## config.mk

```make
export PLATFORM = sky130hd
export DESIGN_NAME = river_mem_arbiter
export DESIGN_NICKNAME = d
export VERILOG_FILES = /design/src/rtl/river_mem_arbiter.sv
export SDC_FILE = /design/constraint.sdc
export NUM_CORES = 1
export LEC_CHECK = 0
export BUFFER_PORTS_ARGS = -buffer_cell sky130_fd_sc_hd__buf_2
export CAP_MARGIN = 20
export CORE_AREA = 3 3 601 603
export CTS_CLUSTER_DIAMETER = 30
export DETAILED_ROUTE_END_ITERATION = 10
export DIE_AREA = 0 0 604 606
export HOLD_SLACK_MARGIN = 0.1
export REMOVE_ABC_BUFFERS = 1
export SLEW_MARGIN = 10
export SYNTH_ARGS = -nofsm -noshare
export SYNTH_HDL_FRONTEND = slang
export SYNTH_SLANG_ARGS = --single-unit
```

## constraint.sdc

```tcl
create_clock -name i_clk -period 1.7 [get_ports i_clk]
set_input_delay 0.255 -clock i_clk [delete_from_list [all_inputs] [get_ports i_clk]]
set_output_delay 0.255 -clock i_clk [all_outputs]
set_load 0.02 [all_outputs]
```

## src/rtl/river_mem_arbiter.sv

```systemverilog
// Round-robin arbiter funnelling several RiverTop memory ports onto one bus port.
// One transaction in flight at a time: IDLE -> REQ -> RESP -> IDLE.

module river_mem_arbiter_lane (
  input  logic sel,
  input  logic in_req,
  input  logic in_resp,
  input  logic bus_req_ready,
  input  logic bus_resp_valid,
  output logic req_ready,
  output logic resp_valid
);
  assign req_ready  = sel & in_req  & bus_req_ready;
  assign resp_valid = sel & in_resp & bus_resp_valid;
endmodule

module river_mem_arbiter #(
  parameter int cpu_total = 2,
  parameter int addr_bits = 48,
  parameter int line_bits = 256
) (
  input  logic                                     i_clk,
  input  logic                                     i_rst,
  input  logic [cpu_total-1:0]                     i_req_valid,
  input  logic [cpu_total-1:0]                     i_req_path,
  input  logic [cpu_total-1:0][2:0]                i_req_type,
  input  logic [cpu_total-1:0][2:0]                i_req_size,
  input  logic [cpu_total-1:0][addr_bits-1:0]      i_req_addr,
  input  logic [cpu_total-1:0][line_bits/8-1:0]    i_req_strob,
  input  logic [cpu_total-1:0][line_bits-1:0]      i_req_data,
  output logic [cpu_total-1:0]                     o_req_ready,
  output logic [cpu_total-1:0]                     o_resp_valid,
  output logic                                     o_resp_path,
  output logic [line_bits-1:0]                     o_resp_data,
  output logic                                     o_resp_load_fault,
  output logic                                     o_resp_store_fault,
  input  logic                                     i_bus_req_ready,
  output logic                                     o_bus_req_valid,
  output logic                                     o_bus_req_path,
  output logic [2:0]                               o_bus_req_type,
  output logic [2:0]                               o_bus_req_size,
  output logic [addr_bits-1:0]                     o_bus_req_addr,
  output logic [line_bits/8-1:0]                   o_bus_req_strob,
  output logic [line_bits-1:0]                     o_bus_req_data,
  output logic [1:0]                               o_bus_req_id,
  input  logic                                     i_bus_resp_valid,
  input  logic                                     i_bus_resp_path,
  input  logic [line_bits-1:0]                     i_bus_resp_data,
  input  logic                                     i_bus_resp_load_fault,
  input  logic                                     i_bus_resp_store_fault
);
  localparam int GW = (cpu_total > 2) ? 2 : 1;
  localparam logic [GW-1:0] LAST = GW'(cpu_total - 1);

  typedef enum logic [1:0] {IDLE, REQ, RESP} state_t;

  typedef struct packed {
    logic                   path;
    logic [2:0]             rtype;
    logic [2:0]             size;
    logic [addr_bits-1:0]   addr;
    logic [line_bits/8-1:0] strob;
    logic [line_bits-1:0]   data;
  } req_t;

  state_t        state, state_nxt;
  logic [GW-1:0] grant, grant_nxt;
  logic [GW-1:0] rr_ptr, rr_nxt;
  logic [GW-1:0] pick;
  logic          found;
  req_t          req_lane [cpu_total];
  req_t          req_sel;

  always_ff @(posedge i_clk) begin
    if (i_rst) begin
      state  <= IDLE;
      grant  <= '0;
      rr_ptr <= '0;
    end else begin
      state  <= state_nxt;
      grant  <= grant_nxt;
      rr_ptr <= rr_nxt;
    end
  end

  // Scan requesters starting at rr_ptr, wrapping past the last CPU.
  always_comb begin
    found = 1'b0;
    pick  = '0;
    for (int k = 0; k < cpu_total; k++) begin
      logic [GW:0] idx;
      idx = {1'b0, rr_ptr} + (GW+1)'(k);
      if (idx >= (GW+1)'(cpu_total))
        idx = idx - (GW+1)'(cpu_total);
      if (!found && i_req_valid[idx[GW-1:0]]) begin
        found = 1'b1;
        pick  = idx[GW-1:0];
      end
    end
  end

  always_comb begin
    state_nxt = state;
    grant_nxt = grant;
    rr_nxt    = rr_ptr;
    case (state)
      IDLE: begin
        if (found) begin
          grant_nxt = pick;
          state_nxt = REQ;
        end
      end
      REQ: begin
        // A bus accept wins over a same-cycle withdrawal: the bus now owns it.
        if (i_bus_req_ready) begin
          state_nxt = RESP;
          rr_nxt    = (grant == LAST) ? '0 : grant + GW'(1);
        end else if (!i_req_valid[grant]) begin
          state_nxt = IDLE;
        end
      end
      RESP: begin
        if (i_bus_resp_valid)
          state_nxt = IDLE;
      end
      default: state_nxt = IDLE;
    endcase
  end

  for (genvar i = 0; i < cpu_total; i++) begin : g_lane
    assign req_lane[i] = '{path: i_req_path[i], rtype: i_req_type[i], size: i_req_size[i],
                           addr: i_req_addr[i], strob: i_req_strob[i], data: i_req_data[i]};
    river_mem_arbiter_lane u_lane (
      .sel            (grant == GW'(i)),
      .in_req         (state == REQ),
      .in_resp        (state == RESP),
      .bus_req_ready  (i_bus_req_ready),
      .bus_resp_valid (i_bus_resp_valid),
      .req_ready      (o_req_ready[i]),
      .resp_valid     (o_resp_valid[i])
    );
  end

  assign req_sel         = req_lane[grant];
  assign o_bus_req_valid = (state == REQ);
  assign o_bus_req_path  = req_sel.path;
  assign o_bus_req_type  = req_sel.rtype;
  assign o_bus_req_size  = req_sel.size;
  assign o_bus_req_addr  = req_sel.addr;
  assign o_bus_req_strob = req_sel.strob;
  assign o_bus_req_data  = req_sel.data;
  assign o_bus_req_id    = 2'(grant);

  // Faults only mean something alongside a delivered response.
  assign o_resp_path        = i_bus_resp_path;
  assign o_resp_data        = i_bus_resp_data;
  assign o_resp_load_fault  = (state == RESP) & i_bus_resp_valid & i_bus_resp_load_fault;
  assign o_resp_store_fault = (state == RESP) & i_bus_resp_valid & i_bus_resp_store_fault;
endmodule

```

==> summary.md <==
| Metric | Value |
|---|---|
| Run status | `finished, violations left` |
| Failing checks | `negative setup slack` |
| Final min period | `2.07 ns` |
| WHS | `0.262 ns` |
| All-layer global routing usage | `19.1%` |
| Tcrit/Tclk final | `122%` |
| Clk network pwr share | `4.4%` |
| Root buffer cell | `clkbuf_16` |
| FP Rows | `219` |
| Net Sw Frac | `55.0%` |
| Die ar. | `0.366 mm2` |
| Reg clk slew, reported paths | `0.04 ns` |
| Pint | `4080 uW` |
| Area grow syn2layout | `164%` |
| Arrival @ worst endpoint | `1.81 ns` |
| Static Leak | `0.00803 uW` |
| Dpl hpwl | `346000 um` |
| Vias in the first global route | `10200` |
| DRC violations left | `0` |
| Cells after synthesis | `673` |
| Post-route worst setup slack | `-0.370 ns` |
| Post-synth top area cell | `mux2_4` |
| Max Root-Sink Buffers | `2` |
| Routed WL | `368000 um` |
| Hold buffers post-CTS | `0` |
| Most frequent cells in the layout | `buf_2 (807), mux2_4 (309), buf_6 (111), buf_12 (99), buf_4 (66)` |
| CP endpoint kind | `output port` |
| CTS tree | `built` |
| Inst Count DP | `6218` |
| Max-Cap Viols | `0` |
| I/O pin count | `1560` |
| Final ANT Viol Nets | `0` |
| Top post-synthesis cells by area | `mux2_4 (58%), buf_4 (26%), mux2_2 (6.3%), buf_6 (3.4%), buf_8 (2.1%)` |
| Register area share after synthesis | `1.04%` |
| Largest net degree at the start of global routing | `26` |
| Share of layout cells above drive strength 1 | `98.4%` |
| Synth warnings | `0` |
| Fillers | `41900` |
| Maximum vdd drop | `0.267 mV` |
| CTS sink cnt | `4` |
| Fmax | `483 MHz` |
| Post-synthesis cell area | `0.00772 mm2` |
| GPL Wtd Cong | `1.40` |
| Via/cell ratio | `2.16` |
| Num CTS Buffers | `3` |
| First-pass GRT wire length | `385000 um` |
| Post-DR wirelength/cell | `57.7 um` |
| IO buf count | `1044` |
| Critical Path Fanout Max | `7` |
| Commonest non-fill, non-tap cell in the layout | `buf_2` |
| Unique cell type count in the Yosys netlist | `25` |
| Synth top area share | `58.4%` |
| Yosys reg bits | `4` |
| Die H | `606 um` |
| H-tree Lvls | `1` |
| Initial Util | `2.17%` |
| NetSw | `4980 uW` |
| Std-Cell Core Area | `0.356 mm2` |
| Setup_tns | `-94.99 ns` |
| Layout Cells excl Fill | `6376` |
| Comb power frac | `94.4%` |
| Layout Skew | `0.00767 ns` |
| Starting DRC count in detailed routing | `1464` |
| Horiz. Die Dim | `604 um` |
| Startpoint types | `flip-flop` |
| Max Slew Vio Count | `0` |
| Vias | `13800` |
| TritonRoute pass-1 iters | `7` |
| Synthesized area per cell | `11.5 um2` |
| Worst-Skew Late Latency | `0.24 ns` |
| Flop pwr share | `1.3%` |
| Min-delay worst type | `input port to flip-flop` |
| Worst Path Required | `1.44 ns` |
| Pwr per Cell Area | `445 mW/mm2` |
| Kind of critical path | `flip-flop to output port` |
| Final hold vios | `0` |
| # setup viols final | `349` |
| Total gr overflow | `0` |
| Final #Nets | `2461` |
| RSZ-0062 raised after global routing | `true` |
| Initial antenna violation count | `302` |
-- synth_stat cells (all sizes together) --
cell type and n:
mux2 343, buf 302, dfxtp 4, and2 3, nor2b 3, and3b 2
nand2b 2, nor2 2, a2111oi 1, a211oi 1, a21oi 1, and4b 1
conb 1, inv 1, nand3b 1, nor3b 1, o21bai 1, o32ai 1
or2 1, or3b 1
-- state kept, by name, indices dropped and copies added, names as in the netlist --
register / count
state: 2
rr_ptr: 1
grant: 1
-- power by group through the flow --
stage	clock network (uW)	registers [uW]	logic, uW
after floorplan	0	351	3220
after global routing	401	114	8950
after detailed placement	0	110	7960
final	395	113	8550
after CTS	391	110	8300
after global placement	0	109	7920
-- per-layer routing --
metal,global-route usage (%),up-vias,wire (um)
li1,-,3910,-
met1,15.6,6045,107000
met2,22.9,2929,126000
met3,28.9,686,114000
met4,4.44,190,11200
met5,16.7,-,9640
-- timing repair --
| item | CTS | global route |
|---|---|---|
| setup endpoints to repair | 347 | 348 |
| setup buffers | 8 | 17 |
| endpoints found under the hold margin | 0 | 0 |
| cloned | 3 | 10 |
| gates resized for setup | 135 | 281 |
-- kinds of logic (layout without fill, tap and decap cells) --
family	count (synthesis)	in the layout	share of synthesized area, %
muxes	343	343	64.6
other	1	117	0.0486
buffers and inverters	303	1139	31.8
and+or+nand+nor	17	17	1.49
DFF	4	4	1.04
AOI/OAI and AO/OA	5	5	0.940
-- worst paths after layout --
| kind | start | endpoint | slack [ns] | cells past startpoint |
|---|---|---|---|---|
| worst min register to register | rr_ptr$_SDFFE_PP0P_ | rr_ptr$_SDFFE_PP0P_ | 0.48 | 2 |
| worst min-delay path | i_rst | rr_ptr$_SDFFE_PP0P_ | 0.26 | 2 |
| worst max register to register | grant$_SDFFE_PP0P_ | rr_ptr$_SDFFE_PP0P_ | 0.16 | 6 |
| worst max-delay path | grant$_SDFFE_PP0P_ | o_bus_req_data[24] | -0.37 | 5 |
-- critical path, cell delays in order, from the launching register on --
cell	delay, ns
dfxtp_4	0.40
buf_16	0.18
clkbuf_16	0.26
clkbuf_16	0.19
mux2_4	0.31
buf_6	0.14
-- cell type report --
| type | count | area (um2) | area share, % |
|---|---|---|---|
| well taps | 4751 | 5940 | 29.2 |
| repair buffers | 1134 | 8750 | 43.0 |
| multi-input cells | 366 | 5210 | 25.6 |
| clock buffers | 4 | 78.8 | 0.387 |
| inverters | 1 | 3.75 | 0.0184 |
| diodes | 116 | 290 | 1.43 |
| flip-flops and latches | 4 | 83.8 | 0.412 |
-- through the flow --
| step | util [%] | power [uW] | instance area, um2 | setup WS (ns) |
|---|---|---|---|---|
| after global placement | 5.13 | 8030 | 18300 | -0.191 |
| after detailed placement | 5.13 | 8070 | 18300 | -0.200 |
| after global routing | 5.69 | 9470 | 20200 | -0.361 |
| after floorplan | - | 3580 | 5260 | -12.33 |
| after CTS | 5.32 | 8800 | 18900 | -0.367 |
| final | 5.72 | 9060 | 20400 | -0.370 |
No activity file was read; power rests on OpenSTA's default activity.
